### config.mk
export PLATFORM = sky130hd
export DESIGN_NAME = logic_pipe2
export DESIGN_NICKNAME = d
export VERILOG_FILES = /design/src/rtl/logic_pipe2.sv
export SDC_FILE = /design/constraint.sdc
export NUM_CORES = 1
export LEC_CHECK = 0
export CAP_MARGIN = 20
export CORE_MARGIN = 4
export CORE_UTILIZATION = 44
export DETAILED_ROUTE_END_ITERATION = 12
export HOLD_SLACK_MARGIN = 0.08
export PLACE_DENSITY = 0.76
export SYNTH_ARGS = -nofsm -noshare
export SYNTH_HDL_FRONTEND = slang
export SYNTH_SLANG_ARGS = --single-unit
### constraint.sdc
create_clock -name clk -period 1.2 [get_ports clk]
set_input_delay 0.36 -clock clk [delete_from_list [all_inputs] [get_ports clk]]
set_output_delay 0.36 -clock clk [all_outputs]
set_load 0.01 [all_outputs]
### src/rtl/logic_pipe2.sv
// logic_pipe2: two-stage registered bitwise-logic pipeline with valid/ready on both sides.
// Optional LOGIC_PIPE2_PARITY_EN adds a registered even-parity output y_par alongside y.
module logic_pipe2 #(
    parameter int WIDTH  = 8,
    parameter bit INV_S2 = 1'b1,
    parameter int CNT_W  = 16
) (
    input  logic             clk,
    input  logic             rst_n,
    input  logic             in_valid,
    output logic             in_ready,
    input  logic [WIDTH-1:0] a,
    input  logic [WIDTH-1:0] b,
    input  logic [1:0]       op,
    output logic             out_valid,
    input  logic             out_ready,
    output logic [WIDTH-1:0] y,
    output logic [CNT_W-1:0] done_cnt
`ifdef LOGIC_PIPE2_PARITY_EN
    ,
    output logic             y_par
`endif
);

    logic             s1_v;
    logic [WIDTH-1:0] s1_d;
    logic             s2_v;
    logic [WIDTH-1:0] s2_d;
    logic [WIDTH-1:0] op_res;
    logic [WIDTH-1:0] s2_next;
    logic             s2_adv;
    logic             in_fire;
    logic             out_fire;

    assign s2_adv   = ~s2_v | out_ready;
    assign in_ready = ~s1_v | s2_adv;
    assign in_fire  = in_valid & in_ready;
    assign out_fire = s2_v & out_ready;

    always_comb begin
        op_res = '0;
        case (op)
            2'b00:   op_res = (a & b) ^ (a | b);
            2'b01:   op_res = a & b;
            2'b10:   op_res = a | b;
            default: op_res = ~(a & b);
        endcase
    end

    assign s2_next = INV_S2 ? ~s1_d : s1_d;

    // s1 empties when it hands its beat to s2 and nothing new arrives
    always_ff @(posedge clk or negedge rst_n) begin
        if (!rst_n) begin
            s1_v <= 1'b0;
            s1_d <= '0;
        end else if (in_fire) begin
            s1_v <= 1'b1;
            s1_d <= op_res;
        end else if (s2_adv) begin
            s1_v <= 1'b0;
        end
    end

    // data only moves with a real beat, so y keeps its last value while empty
    always_ff @(posedge clk or negedge rst_n) begin
        if (!rst_n) begin
            s2_v <= 1'b0;
            s2_d <= '0;
        end else if (s2_adv) begin
            s2_v <= s1_v;
            if (s1_v) begin
                s2_d <= s2_next;
            end
        end
    end

    always_ff @(posedge clk or negedge rst_n) begin
        if (!rst_n) begin
            done_cnt <= '0;
        end else if (out_fire) begin
            done_cnt <= done_cnt + CNT_W'(1);
        end
    end

    assign out_valid = s2_v;
    assign y         = s2_d;

`ifdef LOGIC_PIPE2_PARITY_EN
    logic s2_par;

    always_ff @(posedge clk or negedge rst_n) begin
        if (!rst_n) begin
            s2_par <= 1'b0;
        end else if (s2_adv && s1_v) begin
            s2_par <= ^s2_next;
        end
    end

    assign y_par = s2_par;
`else
    // parity output not present in this build
`endif

endmodule

Word-level counts from Yosys, hierarchy flattened
Cells that the tools add are included.

Flip-flop bits (word level): 34. Bits of input ports: 22. Output and inout port bits: 26.

$add $sub $neg: 1. Equality and inequality tests: 2. Mux-type cells: 3. Bitwise logic cells: 11. Reductions and logical operators: 3.

Operator list (count): 8-bit case mux with 3 select lines (1); 16-bit by 1-bit adder with 16-bit output (second input constant) (1); 8-bit inverter (2); 8-bit bitwise AND (1); 8-bit OR (1); 8-bit XOR (1); 1-bit bitwise AND (2); 2-bit by 1-bit equality test with 1-bit output (second input constant) (1); 2-bit equality test (second input constant) (1); 2-bit logical NOT (1); 1-bit two-way mux (2); 1-bit inverter (2); 1-bit OR (2); 2-bit AND reduction (1); 2-bit nonzero test (1).

Longest topological paths before layout
Gate-level depths: netlist (run 1).

Depth in word-level cells: 5. Mapped depth: 6. Depth with buffers taken out: 6.

Least setup slack after synthesis (run 1)
Ideal clock, no wire load.

Kind: reg2reg. Start point: reg done_cnt[0]. End point: reg done_cnt[8]. Setup time: 0.125 ns. Arrival: 1.194 ns. Required time: 1.075 ns. Path slack: -0.120 ns. Cell stages (with the launch flop): 6. Period minus slack after synthesis: 1.320 ns. Path through: dfrtp_1 > ha_1 > and3_1 > and2_1 > nand4_1 > xnor2_1.

Cells in the longest elaborated chain, start to end: 1.

RTL lines: from (decl) (line 18) `output logic [CNT_W-1:0] done_cnt`; from (signal assigned) (line 82) `done_cnt <= done_cnt + CNT_W'(1);`; 16-bit by 1-bit adder with 16-bit output (line 82).

Every way passes these cells. A chain may end at the register's enable or synchronous reset.

Final worst setup path (run 1)
Start point: reg done_cnt[0]. End point: reg done_cnt[10].

Same word-level chain as after synthesis.

==> flow_summary.toml, run 1 <==
[run_status]
status = "complete, but fails checks"
violations = "setup timing"

[floorplan]
row_count = 23
dieArea_um2 = 5350
die_w_um = 73.1
die_h_um = 73.1
start_util_pct = 46.0
core_um2 = 4060
io_pins = 48

[timing]
fmax_ghz = 0.764
tightest_slew_ns = 0.209
max_slew_margin_pct = 86.0
worst_slack_ns = -0.108
hold_viol_final = 0
final_max_slew_viol_count = 0
fin_crit_ns = 1.31
setup_violations = 15
fin_crit_sh_pct = 109
clock_skew_ns = 0.00409
rsz0062_at_grt = "true"
tns_ns = -1.03

[global_route]
grt-ovfl-total = 0
grt_max_degree = 35
grt_antenna_before_repair = 0
track_usage_pct = 15.5
grt_pass1_vias = 1495
grt_first_pass_wirelength_mm = 6.34

[synth]
synth_cell_type_count = 26
synth_top_family_by_area = "simple AND/OR/NAND/NOR gates"
yosys.area.top_type = "dfrtp_1"
yosys_warnings = 0
synth_edf_count = 0
synth_fa_ha_area_share_pct = 11.4
synthFlopType = "dfrtp_1"
synth-xor-area-share_pct = 7.04
ys_async_sr_fraction_pct = 100
yosysMostFrequentCell = "dfrtp_1"
yosys_register_bits = 34
syn_area_um2 = 1870
synth_area_leaders = "dfrtp_1 46%, ha_1 11%, mux2i_1 8.6%"
synth_seq_area_share_pct = 45.6
synth_mux_area_share_pct = 9.18
synth-simple-area-share_pct = 15.0
synth.top_cell.area_share_pct = 45.6
synth.avg_cell_area_um2 = 10.1
netlist_instances = 184
syn_nets = 223
synth_common_cells = "34 x dfrtp_1, 23 x nand2_1, 18 x inv_1"
synth_compound_area_share_pct = 6.43

[placement]
place_congestion = 0.672
place_ws_ns = -0.669
hpwl_mm = 2.71
dpl_cell_area_um2 = 2660
port_buffers = 47

[clocking]
cts.sinks = 34
cts_tree = "built"
clk_pin_slew_worst_paths_ns = 0.07
cts_root_buffer = "clkbuf_8"
max-clock-path-buffers = 2
insertion_delay_ns = 0.29
htree_levels = 2
cts_buffers = 5

[worst_hold_path]
hp-class = "input port to asynchronous set/reset pin"

[power_and_ir_drop]
p_leak_nw = 1.48
peakVddDrop_uv = 766
powerDensity_nw_per_um2 = 1320

[setup_path]
setup.worst_path.start_class = "flip-flop"
critPathLaunch = "done_cnt[0]$_DFFE_PN0P_"
critPathArrivalTime_ns = 1.49
crit_fanout = 4
cpPeakStageDelay_ns = 0.45
timing.rr.start = "done_cnt[0]$_DFFE_PN0P_"
crit_type = "flip-flop to flip-flop"
slowest_stage = "dfrtp_2"
worstSetupEndpointType = "flip-flop"
path_cells = "ha_4, and3_4, nand4_1, buf_4, xnor2_1"
worstPathRequired_ns = 1.38

[final_layout]
syn_to_final_growth_pct = 52.6
fillers = 306
diodes = 0
fin_area_um2 = 2850
nets = 315
drive_gt1_share_pct = 36.8
finish.utilization_pct = 70.2

[drt]
via_per_inst = 4.71
drt_wl_total_mm = 4.00
first_iter_violations = 42
vias = 1541
drc = 0
drtAntennaViolNets = 0
drt_pass1_iterations = 4
wl_per_cell_um = 12.2

[flow_run]
maxCapViolCount = 0
-- cells in the final DEF (no fill, tap or decap), types with 4 or more instances in the layout --
| cell type | synthesis | final |
|---|---|---|
| a21oi_1 | 8 | 8 |
| buf_12 | 0 | 5 |
| buf_2 | 2 | 21 |
| buf_4 | 0 | 34 |
| buf_6 | 1 | 9 |
| clkbuf_8 | 0 | 6 |
| dfrtp_1 | 34 | 29 |
| dfrtp_2 | 0 | 5 |
| dlygate4sd2_1 | 0 | 16 |
| ha_1 | 17 | 15 |
| inv_1 | 18 | 18 |
| mux2i_1 | 16 | 16 |
| nand2_1 | 23 | 20 |
| nand4_1 | 4 | 4 |
| nor2_1 | 10 | 10 |
| o21ai_0 | 14 | 12 |
| o21ai_1 | 2 | 4 |
| xnor2_1 | 11 | 11 |
-- final timing paths --
| kind | end | slack (ns) | depth (start not counted) |
|---|---|---|---|
| max | done_cnt[10]$_DFFE_PN0P_ | -0.11 | 5 |
| min | done_cnt[3]$_DFFE_PN0P_ | 0.44 | 2 |
| max reg2reg | done_cnt[10]$_DFFE_PN0P_ | -0.11 | 5 |
| min reg2reg | y[1]$_DFFE_PN0P_ | 0.46 | 1 |
| max in group asynchronous | done_cnt[1]$_DFFE_PN0P_ | 0.58 | 2 |
| min in group clk | y[1]$_DFFE_PN0P_ | 0.46 | 1 |
-- cell type report --
| cell class | instances | area [µm²] | share of cell area [%] |
|---|---|---|---|
| Inverter | 18 | 67.6 | 2.37 |
| Multi-Input combinational cell | 126 | 987 | 34.7 |
| Tap cell | 50 | 62.6 | 2.20 |
| Sequential cell | 34 | 857 | 30.1 |
| Clock buffer | 6 | 82.6 | 2.90 |
| Clock inverter | 2 | 12.5 | 0.439 |
| Timing Repair Buffer | 91 | 779 | 27.4 |
-- through the flow --
stage | cells | hold WS, ns | total power [mW]
after global placement | 304 | 0.443 | 2.72
after global routing | 327 | 0.462 | 4.01
final | 327 | 0.439 | 3.76
after floorplan | 184 | 0.0644 | 2.05
after CTS | 323 | 0.450 | 3.66
after detailed placement | 304 | 0.452 | 2.77
-- power by group --
| group | switching [mW] | internal (mW) | total, mW | leakage, nW |
|---|---|---|---|---|
| logic | 0.577 | 0.733 | 1.31 | 1.02 |
| clock network | 0.420 | 0.461 | 0.881 | 0.0472 |
| registers | 0.192 | 1.38 | 1.57 | 0.416 |
| total | 1.19 | 2.57 | 3.76 | 1.48 |
-- routing by layer --
layer / wire length, µm / share of wire [%] / global-route usage [%] / vias to the layer above
li1: - / - / - / 795
met1: 1610 / 40 / 16.7 / 693
met2: 2040 / 51 / 27.9 / 42
met3: 253 / 6.3 / 4.68 / 11
met4: 94 / 2.3 / 6.15 / 0
met5: 0 / 0 / 0 / -
-- flip-flops by register name, indices dropped and copies added (netlist names) --
name / flops
done_cnt: 16
s1_d: 8
y: 8
out_valid: 1
s1_v: 1
-- cell families (layout without fill, tap and decap cells) --
family	Yosys count	after routing
muxes	17	17
xor gates and xnor gates	15	15
DFF	34	34
AOI/OAI and AO/OA	24	24
buffers and inverters	24	117
and+or+nand+nor	53	53
adders and majority gates	17	17
-- what timing repair did --
item / in CTS / in global routing
hold buffers: 0 / 0
pin swaps: 12 / 10
setup buffers: 10 / 4
endpoints found under the setup margin: 54 / 33
cloned: 1 / 0
resized for setup: 136 / 15
-- critical path, delay by kind of cell (launching register included) --
| family | cells | cell delay, ns |
|---|---|---|
| XOR/XNOR | 1 | 0.11 |
| adder cells (fa/ha/maj) | 1 | 0.14 |
| buffers and inverters | 1 | 0.17 |
| flip-flops | 1 | 0.45 |
| AND/OR/NAND/NOR | 2 | 0.31 |
No activity file was read; power rests on OpenSTA's default activity.
==> run 2: changes to the inputs <==
--- a/config.mk
+++ b/config.mk
@@ -6,11 +6,11 @@
 export NUM_CORES = 1
 export LEC_CHECK = 0
 export CAP_MARGIN = 20
-export CORE_MARGIN = 4
-export CORE_UTILIZATION = 44
+export CORE_MARGIN = 8
+export CORE_UTILIZATION = 52
 export DETAILED_ROUTE_END_ITERATION = 12
 export HOLD_SLACK_MARGIN = 0.08
-export PLACE_DENSITY = 0.76
+export PLACE_DENSITY = 0.84
 export SYNTH_ARGS = -nofsm -noshare
 export SYNTH_HDL_FRONTEND = slang
 export SYNTH_SLANG_ARGS = --single-unit
==> constraint.sdc (replaced) <==
create_clock -name clk -period 1.6 [get_ports clk]
set_input_delay 0.48 -clock clk [delete_from_list [all_inputs] [get_ports clk]]
set_output_delay 0.48 -clock clk [all_outputs]
set_load 0.01 [all_outputs]
==> flow_summary.toml, run 2 (synthesized netlist as in run 1, its figures left out) <==
[setup_path]
path_depth = 1
path_buf_inv = 1
worstPathRequired_ns = 1.12
crit_fanout = 5
crit_type = "flip-flop to primary output"
worstSetupEndpointType = "primary output"
critPathTopFamily = "flip-flops"
reg2reg_depth = 6
setup.worst_path.start_class = "flip-flop"
path_cells = "dlygate4sd2_1"
cpPeakStageDelay_ns = 0.43
slowest_stage = "dfrtp_1"
critPathArrivalTime_ns = 1.06

[global_route]
grt_pass1_vias = 1533
grt_first_pass_wirelength_mm = 6.82
grt-ovfl-total = 0
grt_antenna_before_repair = 0
grt_max_degree = 35
track_usage_pct = 14.1

[drt]
vias = 1506
via_per_inst = 5.00
drc = 0
drt_pass1_iterations = 4
drtAntennaViolNets = 0
first_iter_violations = 59
drt_wl_total_mm = 3.84
wl_per_cell_um = 12.8

[placement]
dpl_cell_area_um2 = 2540
port_buffers = 47
hpwl_mm = 3.04
place_congestion = 0.801

[floorplan]
row_count = 21
dieArea_um2 = 5760
die_w_um = 75.9
io_pins = 48
start_util_pct = 55.1
core_um2 = 3390
die_h_um = 75.9

[flow_run]
maxCapViolCount = 0

[run_status]
status = "finished clean"

[timing]
setup_violations = 0
fin_crit_ns = 1.54
clock_skew_ns = 0.00461
tightest_slew_ns = 0.166
hold_viol_final = 0
fin_crit_sh_pct = 96.3
fmax_ghz = 0.649
max_slew_margin_pct = 88.6
rsz0062_at_grt = "false"
final_max_slew_viol_count = 0

[clocking]
clk_pin_slew_worst_paths_ns = 0.09
cts_buffers = 5
max-clock-path-buffers = 2
insertion_delay_ns = 0.32
cts.sinks = 34
cts_tree = "built"
htree_levels = 2
cts_root_buffer = "clkbuf_4"

[final_layout]
diodes = 0
largest_reg_flops = 16
fillers = 248
max_flop_register = "done_cnt"
drive_gt1_share_pct = 14.1
fin_area_um2 = 2620
multi_input_area_um2 = 916
regArea_um2 = 851
nets = 295
final_common_cell = "dfrtp_1"
syn_to_final_growth_pct = 40.3
final_cell_mix = "34 x dfrtp_1, 26 x dlygate4sd2_1, 23 x nand2_1, 20 x clkdlybuf4s50_1, 19 x buf_4"

[worst_hold_path]
holdPathStages = 1
hp-class = "flip-flop to flip-flop"

[power_and_ir_drop]
peakVddDrop_uv = 414
p_leak_nw = 1.37
powerDensity_nw_per_um2 = 924
finalPower_mw = 2.42
-- run 2: what timing repair did --
| item | 4_1_cts | 5_1_grt |
|---|---|---|
| resized for setup | 30 | 0 |
| buffers inserted | 8 | 0 |
| hold buffers | 0 | 0 |
| endpoints found under the setup margin | 26 | 0 |
-- run 2: layout make-up --
type,count,share of cell area (%)
clock buffers,6,1.96
inverters,18,2.58
multi-input cells,126,35.0
flip-flops and latches,34,32.5
well taps,46,2.20
repair buffers,71,25.8
-- run 2: path summary, 6_finish.rpt --
path / from / endpoint / slack (ns)
min reg2reg: s1_d[4]$_DFFE_PN0P_ / y[4]$_DFFE_PN0P_ / 0.46
max reg2reg: done_cnt[0]$_DFFE_PN0P_ / done_cnt[8]$_DFFE_PN0P_ / 0.22
min: s1_d[4]$_DFFE_PN0P_ / y[4]$_DFFE_PN0P_ / 0.46
max: done_cnt[3]$_DFFE_PN0P_ / done_cnt[3] / 0.06
min in group asynchronous: rst_n / done_cnt[3]$_DFFE_PN0P_ / 0.52
max in group asynchronous: rst_n / out_valid$_DFFE_PN0P_ / 0.91
-- run 2: per-layer routing --
metal	vias to the layer above	global-route usage (%)	share of wire [%]
met3	9	4.60	5.5
li1	755	-	-
met1	698	15.7	42
met2	44	24.2	50
met4	0	5.29	2.1
met5	-	0	0
-- run 2: stage by stage --
step | setup TNS, ns | utilization (%) | std cells | worst slack, ns | hold slack [ns]
after floorplan | 0 | - | 184 | 0.234 | 0.184
after global placement | -4.23 | 75.1 | 287 | -0.503 | 0.442
after detailed placement | -5.52 | 75.1 | 287 | -0.523 | 0.455
after CTS | 0 | 77.3 | 301 | 0.0440 | 0.467
after global routing | 0 | 77.3 | 301 | 0.0169 | 0.503
final | 0 | 77.3 | 301 | 0.0585 | 0.462
-- run 2: power breakdown --
part / internal, mW / switching [mW] / total, mW
clock: 0.198 / 0.252 / 0.450
combinational: 0.445 / 0.399 / 0.844
sequential: 1.02 / 0.103 / 1.13
total: 1.67 / 0.754 / 2.42
